<file path="config.mk">
export PLATFORM = sky130hd
export DESIGN_NAME = tdm_deser
export DESIGN_NICKNAME = d
export VERILOG_FILES = /design/src/rtl/tdm_pkg.sv /design/src/rtl/tdm_edge_sync.sv /design/src/rtl/tdm_deser.sv
export SDC_FILE = /design/constraint.sdc
export NUM_CORES = 1
export LEC_CHECK = 0
export ABC_AREA = 1
export ABC_CLOCK_PERIOD_IN_PS = 2300
export BUFFER_PORTS_ARGS = -buffer_cell sky130_fd_sc_hd__buf_2
export CAP_MARGIN = 15
export CORE_MARGIN = 10
export CORE_UTILIZATION = 35
export CTS_CLUSTER_SIZE = 12
export DETAILED_ROUTE_END_ITERATION = 8
export SYNTH_ARGS = -nofsm -noshare
export SYNTH_HDL_FRONTEND = slang
export SYNTH_SLANG_ARGS = --single-unit
</file>
<file path="constraint.sdc">
create_clock -name clk -period 2.3 [get_ports clk]
set_input_delay 0.345 -clock clk [delete_from_list [all_inputs] [get_ports clk]]
set_output_delay 0.345 -clock clk [all_outputs]
set_load 0.005 [all_outputs]
</file>
<file path="src/rtl/tdm_pkg.sv">
// Shared types and elaboration helpers for the TDM deserializer.
package tdm_pkg;

    typedef enum logic [1:0] {IDLE, HUNT, LOCK} state_t;

    function automatic int unsigned clog2(input int unsigned v);
        int unsigned r;
        r = 0;
        for (int i = 0; i < 32; i++) begin
            if ((64'd1 << i) < 64'(v)) r = i + 1;
        end
        return r;
    endfunction

    // TOTAL: bits per frame
    function automatic int unsigned tdm_total(input int unsigned nch, input int unsigned wbits);
        return nch * wbits;
    endfunction

    // L: slot index captured on the fs-rise sample edge
    function automatic int unsigned tdm_l(input int unsigned total, input int unsigned fs_delay);
        return (total - fs_delay) % total;
    endfunction

endpackage

</file>
<file path="src/rtl/tdm_edge_sync.sv">
// Synchronises sclk/fs/tdmin into clk and strobes samp on the selected sclk edge.
module tdm_edge_sync #(
    parameter int unsigned SYNC_STAGES = 2
) (
    input  logic clk,
    input  logic rstn,
    input  logic sclk,
    input  logic fs,
    input  logic tdmin,
    input  logic sample_neg,
    output logic samp,
    output logic fs_s,
    output logic din_s
);

    logic [SYNC_STAGES-1:0] sclk_q, fs_q, din_q;
    logic                   sclk_prev_q;
    logic                   sclk_s;

    always_ff @(posedge clk or negedge rstn) begin
        if (!rstn) begin
            sclk_q      <= '0;
            fs_q        <= '0;
            din_q       <= '0;
            sclk_prev_q <= 1'b0;
        end else begin
            sclk_q      <= {sclk_q[SYNC_STAGES-2:0], sclk};
            fs_q        <= {fs_q[SYNC_STAGES-2:0], fs};
            din_q       <= {din_q[SYNC_STAGES-2:0], tdmin};
            sclk_prev_q <= sclk_q[SYNC_STAGES-1];
        end
    end

    assign sclk_s = sclk_q[SYNC_STAGES-1];
    assign fs_s   = fs_q[SYNC_STAGES-1];
    assign din_s  = din_q[SYNC_STAGES-1];
    assign samp   = sample_neg ? (sclk_prev_q & ~sclk_s) : (~sclk_prev_q & sclk_s);

endmodule

</file>
<file path="src/rtl/tdm_deser.sv">
// TDM serial-to-parallel deserializer with frame lock, fs error detection and resync.
// Define TDM_CHSTREAM_EN to add the per-channel outputs ch_valid/ch_idx/ch_data.
module tdm_deser
    import tdm_pkg::*;
#(
    parameter int unsigned NCH         = 8,
    parameter int unsigned WBITS       = 32,
    parameter int unsigned FS_DELAY    = 1,
    parameter int unsigned SYNC_STAGES = 2,
    localparam int unsigned CW         = (clog2(NCH) > 0) ? clog2(NCH) : 1
) (
    input  logic                 clk,
    input  logic                 rstn,
    input  logic                 enable,
    input  logic                 sample_neg,
    input  logic                 sclk,
    input  logic                 fs,
    input  logic                 tdmin,
    output logic                 valid,
    output logic [NCH*WBITS-1:0] pdata,
    output logic                 locked,
    output logic                 frame_err
`ifdef TDM_CHSTREAM_EN
    ,
    output logic                 ch_valid,
    output logic [CW-1:0]        ch_idx,
    output logic [WBITS-1:0]     ch_data
`endif
);

    localparam int unsigned   TOTAL = tdm_total(NCH, WBITS);
    localparam int unsigned   L     = tdm_l(TOTAL, FS_DELAY);
    localparam int unsigned   IW    = clog2(TOTAL);
    localparam logic [IW-1:0] LIDX  = IW'(L);
    localparam logic [IW-1:0] LAST  = IW'(TOTAL - 1);
    localparam logic [IW-1:0] LNEXT = IW'((L + 1) % TOTAL);
    localparam logic          ARM   = (FS_DELAY != 0);

    logic samp, fs_s, din_s, fs_rise;

    state_t           state_q, state_d;
    logic [IW-1:0]    index_q, index_d;
    logic [TOTAL-1:0] shreg_q, shreg_d;
    logic             fs_prev_q, fs_prev_d;
    logic             supp_q, supp_d;
    logic             comp_q, comp_d;
    logic             locked_q, locked_d;
    logic             err_q, err_d;
    logic             valid_q;
    logic [TOTAL-1:0] pdata_q;
`ifdef TDM_CHSTREAM_EN
    logic             chc_q, chc_d;
    logic [CW-1:0]    chn_q, chn_d;
    logic             chv_q;
    logic [CW-1:0]    chi_q;
    logic [WBITS-1:0] chd_q;
`endif

    tdm_edge_sync #(
        .SYNC_STAGES(SYNC_STAGES)
    ) u_sync (
        .clk        (clk),
        .rstn       (rstn),
        .sclk       (sclk),
        .fs         (fs),
        .tdmin      (tdmin),
        .sample_neg (sample_neg),
        .samp       (samp),
        .fs_s       (fs_s),
        .din_s      (din_s)
    );

    assign fs_rise = samp & fs_s & ~fs_prev_q;

    always_comb begin
        state_d   = state_q;
        index_d   = index_q;
        shreg_d   = shreg_q;
        fs_prev_d = samp ? fs_s : fs_prev_q;
        supp_d    = supp_q;
        comp_d    = 1'b0;
        locked_d  = locked_q;
        err_d     = 1'b0;
`ifdef TDM_CHSTREAM_EN
        chc_d     = 1'b0;
        chn_d     = chn_q;
`endif
        if (!enable) begin
            state_d  = IDLE;
            index_d  = '0;
            shreg_d  = '0;
            supp_d   = 1'b0;
            locked_d = 1'b0;
        end else begin
            unique case (state_q)
                IDLE: state_d = HUNT;
                HUNT: begin
                    if (fs_rise) begin
                        shreg_d[TOTAL-1-L] = din_s;
                        index_d  = LNEXT;
                        supp_d   = ARM;
                        locked_d = 1'b1;
                        state_d  = LOCK;
                    end
                end
                LOCK: begin
                    if (samp) begin
                        if (fs_rise && index_q != LIDX) begin
                            // Resync: restart the frame at slot L, drop the partial one
                            err_d = 1'b1;
                            shreg_d[TOTAL-1-L] = din_s;
                            index_d = LNEXT;
                            supp_d  = ARM;
                        end else if (!fs_rise && index_q == LIDX) begin
                            err_d    = 1'b1;
                            locked_d = 1'b0;
                            index_d  = '0;
                            state_d  = HUNT;
                        end else begin
                            shreg_d[LAST - index_q] = din_s;
                            index_d = (index_q == LAST) ? '0 : index_q + 1'b1;
                            if (index_q == LAST) begin
                                if (supp_q) supp_d = 1'b0;
                                else        comp_d = 1'b1;
                            end
`ifdef TDM_CHSTREAM_EN
                            if ((32'(index_q) % WBITS) == WBITS - 1 && !supp_q) begin
                                chc_d = 1'b1;
                                chn_d = CW'(32'(index_q) / WBITS);
                            end
`endif
                        end
                    end
                end
                default: state_d = IDLE;
            endcase
        end
    end

    always_ff @(posedge clk or negedge rstn) begin
        if (!rstn) begin
            state_q   <= IDLE;
            index_q   <= '0;
            shreg_q   <= '0;
            fs_prev_q <= 1'b0;
            supp_q    <= 1'b0;
            comp_q    <= 1'b0;
            locked_q  <= 1'b0;
            err_q     <= 1'b0;
            valid_q   <= 1'b0;
            pdata_q   <= '0;
        end else begin
            state_q   <= state_d;
            index_q   <= index_d;
            shreg_q   <= shreg_d;
            fs_prev_q <= fs_prev_d;
            supp_q    <= supp_d;
            comp_q    <= comp_d;
            locked_q  <= locked_d;
            err_q     <= err_d;
            valid_q   <= comp_q & enable;
            if (comp_q && enable) pdata_q <= shreg_q;
        end
    end

    assign valid     = valid_q;
    assign pdata     = pdata_q;
    assign locked    = locked_q;
    assign frame_err = err_q;

`ifdef TDM_CHSTREAM_EN
    always_ff @(posedge clk or negedge rstn) begin
        if (!rstn) begin
            chc_q <= 1'b0;
            chn_q <= '0;
            chv_q <= 1'b0;
            chi_q <= '0;
            chd_q <= '0;
        end else begin
            chc_q <= chc_d;
            chn_q <= chn_d;
            chv_q <= chc_q & enable;
            if (chc_q && enable) begin
                chi_q <= chn_q;
                chd_q <= WBITS'(shreg_q >> (WBITS * (NCH - 1 - 32'(chn_q))));
            end
        end
    end

    assign ch_valid = chv_q;
    assign ch_idx   = chi_q;
    assign ch_data  = chd_q;
`endif

endmodule

</file>
==> summary.txt <==
Clock tree
  • Longest Clk Path Bufs: 3
  • H-tree depth: 2
  • Clock sinks: between 500 and 600
  • Worst skew pair latency: roughly 0.62 ns
  • CTS root buf: clkbuf_16
  • CTS tree: yes
  • CTS clk-pin slew, worst paths: 0.06 ns
  • Total CTS buffers: 58

Layout
  • Area Overhead vs Synth: 21.8%
  • Commonest non-fill, non-tap cell in the layout: nand2_1
  • Filler Cell Count: 6433
  • Layout cell share with drive strength beyond 1: 17.7%
  • Final instance area: 28300 um2
  • Final net count: approximately 3100
  • Reg area: between 10000 and 15000 um2
  • Area of the multi-input gates: 8690 um2
  • Finished Core Util: a little over two fifths
  • Leading cell types in the layout, fill and taps excluded: 1408 x nand2_1, 535 x dfrtp_1, 452 x nand3_1

GRT
  • Total grt overflow: 0
  • Vias in the first global route: ~18000
  • Total track usage: 18.2%
  • Global-route wire length before repair: roughly 110000 um
  • Largest net degree at the start of global routing: 161
  • Initial antenna violation count: 1

Synth
  • Mapped Cells: approximately 2800
  • Largest area contributor in the netlist: dfrtp_1
  • Seq cells post-synth: between 500 and 600
  • Register area share after synthesis: approximately 58%
  • Synth warn: 0
  • Post-Syn Area per Cell: approximately 8.3 um2
  • Mapped Nets: ~2800
  • Mapped cell area: around 23000 um2
  • Share of the synthesized area in the top cell type: between 50% and 60%
  • Synth unique cells: 27
  • Top area cells in the synthesized netlist: dfrtp_1 58%, nand2_1 23%, nand3_1 9.9%

Setup path
  • Worst reg-to-reg setup slack: 0.04 ns
  • Critical Path End Type: register
  • WP data arrival: about 2.8 ns
  • CP max FO: 8
  • Crit path kind: register to register
  • CP Data Required Time: 2.79 ns
  • Crit start category: register

Die
  • Total die area: about 77000 um2
  • DIE WIDTH: between 200 and 300 um
  • Effective utilization at floorplan: between 30% and 40%
  • Die Span Y: about 280 um
  • Core Region: roughly 66000 um2
  • # rows: 94
  • Num ports: roughly 270

STA
  • Unrepaired setup endpoints after global routing: yes
  • Final Hold Fails: 0
  • Period utilisation layout: between 90% and 100%
  • Least-Margin Pin Slew: 0.882 ns
  • Final setup fails: 0
  • Final Slew Violations: 0
  • Slew headroom: 41.2%
  • Tmin final: ~2.3 ns
  • Clock skew: roughly 0.018 ns
  • F_max: ~440 MHz

Detailed routing
  • WL met3: approximately 4300 um
  • DR vias: 19200
  • Routed vias/inst: just under 5
  • Routed len/inst: 18.3 um
  • Wirelength, routed: approximately 72000 um
  • Top Layer Used: met4
  • DRC viols: 0
  • 1st-iter DRT viols: ~1700
  • DRT Pass-1 Iters: 5
  • Routed met1 length: ~33000 um
  • Post-route ant nets: 0
  • Met2 WL: 34000 um

Place
  • PortBufs: 265
  • Detailed Place HPWL: ~47000 um
  • DP Area: around 26000 um2
  • GP Congestion: 0.845

Pwr
  • Peak VDD IR: about 0.38 mV
  • Lkg Pwr: between 15 and 20 nW
  • Power per cell area: approximately 700 nW/um2

Hold path
  • Worst Hold Class: input port to register

Outcome
  • Status: finished clean

Flow run
  • Max-cap check violation count: 0
[final cells by class]
class / instances / area share (%)
timing repair buffer: 374 / 10.1
tap: 864 / 3.82
antenna: 1 / 0.00885
inverter: 79 / 1.09
multi-input combinational: 2001 / 30.7
clock inverter: 17 / 0.774
clock buffer: 86 / 6.11
sequential: 535 / 47.3
[metal layers]
layer	GRT usage (%)	up-vias
li1	-	9283
met1	25.4	9246
met2	28.9	545
met3	3.06	85
met4	4.29	0
met5	0	-
[cell families after synthesis]
| logic type | synth area share [%] |
|---|---|
| buffers and inverters | 5.74 |
| AOI/OAI and AO/OA | 0.350 |
| DFF | 57.7 |
| and+or+nand+nor | 35.8 |
| adders and majority gates | 0.377 |
| xor gates and xnor gates | 0.0377 |
[cell usage after synthesis]
library cell,n
nor2_4,7
ha_1,7
buf_1,20
dfrtp_1,535
clkbuf_1,88
a21oi_1,3
nor2_2,2
buf_4,19
buf_2,47
nand2_1,1429
o21bai_2,1
o21ai_0,8
nand2_2,4
xor2_1,1
inv_2,8
nand3_1,461
o21ai_1,3
nand3_2,1
nor2_1,50
nand4_1,9
nor3_1,1
inv_1,70
clkinv_1,1
buf_8,1
buf_6,21
nor2_8,13
nor4_1,1
[worst max-delay path, stage by stage, from the launching register on]
cell	delay (ns)
dfrtp_1	0.36
ha_2	0.20
inv_1	0.08
nor2_4	0.11
nand2_1	0.11
ha_4	0.19
nor2_4	0.11
nand3_4	0.14
buf_12	0.19
nor2_4	0.14
buf_12	0.15
buf_12	0.16
nand2_2	0.06
nand3_1	0.07
nand2_1	0.06
[state kept, by name, indices dropped and copies added, names as in the netlist]
| name | flops |
|---|---|
| u_sync.din_q | 2 |
| valid | 1 |
| u_sync.sclk_prev_q | 1 |
| comp_q | 1 |
| pdata | 256 |
| index_q | 8 |
| fs_prev_q | 1 |
| u_sync.fs_q | 2 |
| locked | 1 |
| u_sync.sclk_q | 2 |
| supp_q | 1 |
| state_q | 2 |
| shreg_q | 256 |
| frame_err | 1 |
[per-stage QoR]
stage	setup TNS, ns	cells	setup WS [ns]	hold slack, ns	total power, mW
global placement	0	3843	0.0705	0.359	10.6
floorplan	0	2811	0.0395	0.0494	10.2
CTS	0	3950	0.0276	0.0277	20.2
global route	-0.644	3956	-0.0629	0.0554	20.7
finish	0	3957	0.0350	0.0634	20.0
detailed placement	-0.000723	3843	-0.000723	0.362	10.6
[timing repair]
item                                    in CTS  in global routing
endpoints found under the setup margin       0                222
setup buffers                                0                  4
gates resized for setup                      0                 44
hold buffers                                 4                  0
endpoints found under the hold margin       52                  0
[power breakdown]
group | leakage [nW] | switching, mW | internal (mW)
Sequential | 7.45 | 0.0408 | 9.47
Clock | 0.952 | 3.89 | 5.62
Combinational | 7.72 | 0.718 | 0.232
Total | 16.1 | 4.65 | 15.3
[path summary, 6_finish.rpt]
kind / to / start / depth (start not counted)
max: shreg_q[221]$_DFFE_PN0P_ / index_q[1]$_DFFE_PN0P_ / 14
max reg2reg: shreg_q[221]$_DFFE_PN0P_ / index_q[1]$_DFFE_PN0P_ / 14
min in group asynchronous: pdata[196]$_DFFE_PN0P_ / rstn / 2
max in group asynchronous: pdata[16]$_DFFE_PN0P_ / rstn / 3
min reg2reg: u_sync.fs_q[1]$_DFF_PN0_ / u_sync.fs_q[0]$_DFF_PN0_ / 0
min: state_q[0]$_DFFE_PN0P_ / enable / 3
No activity file was read; power rests on OpenSTA's default activity.
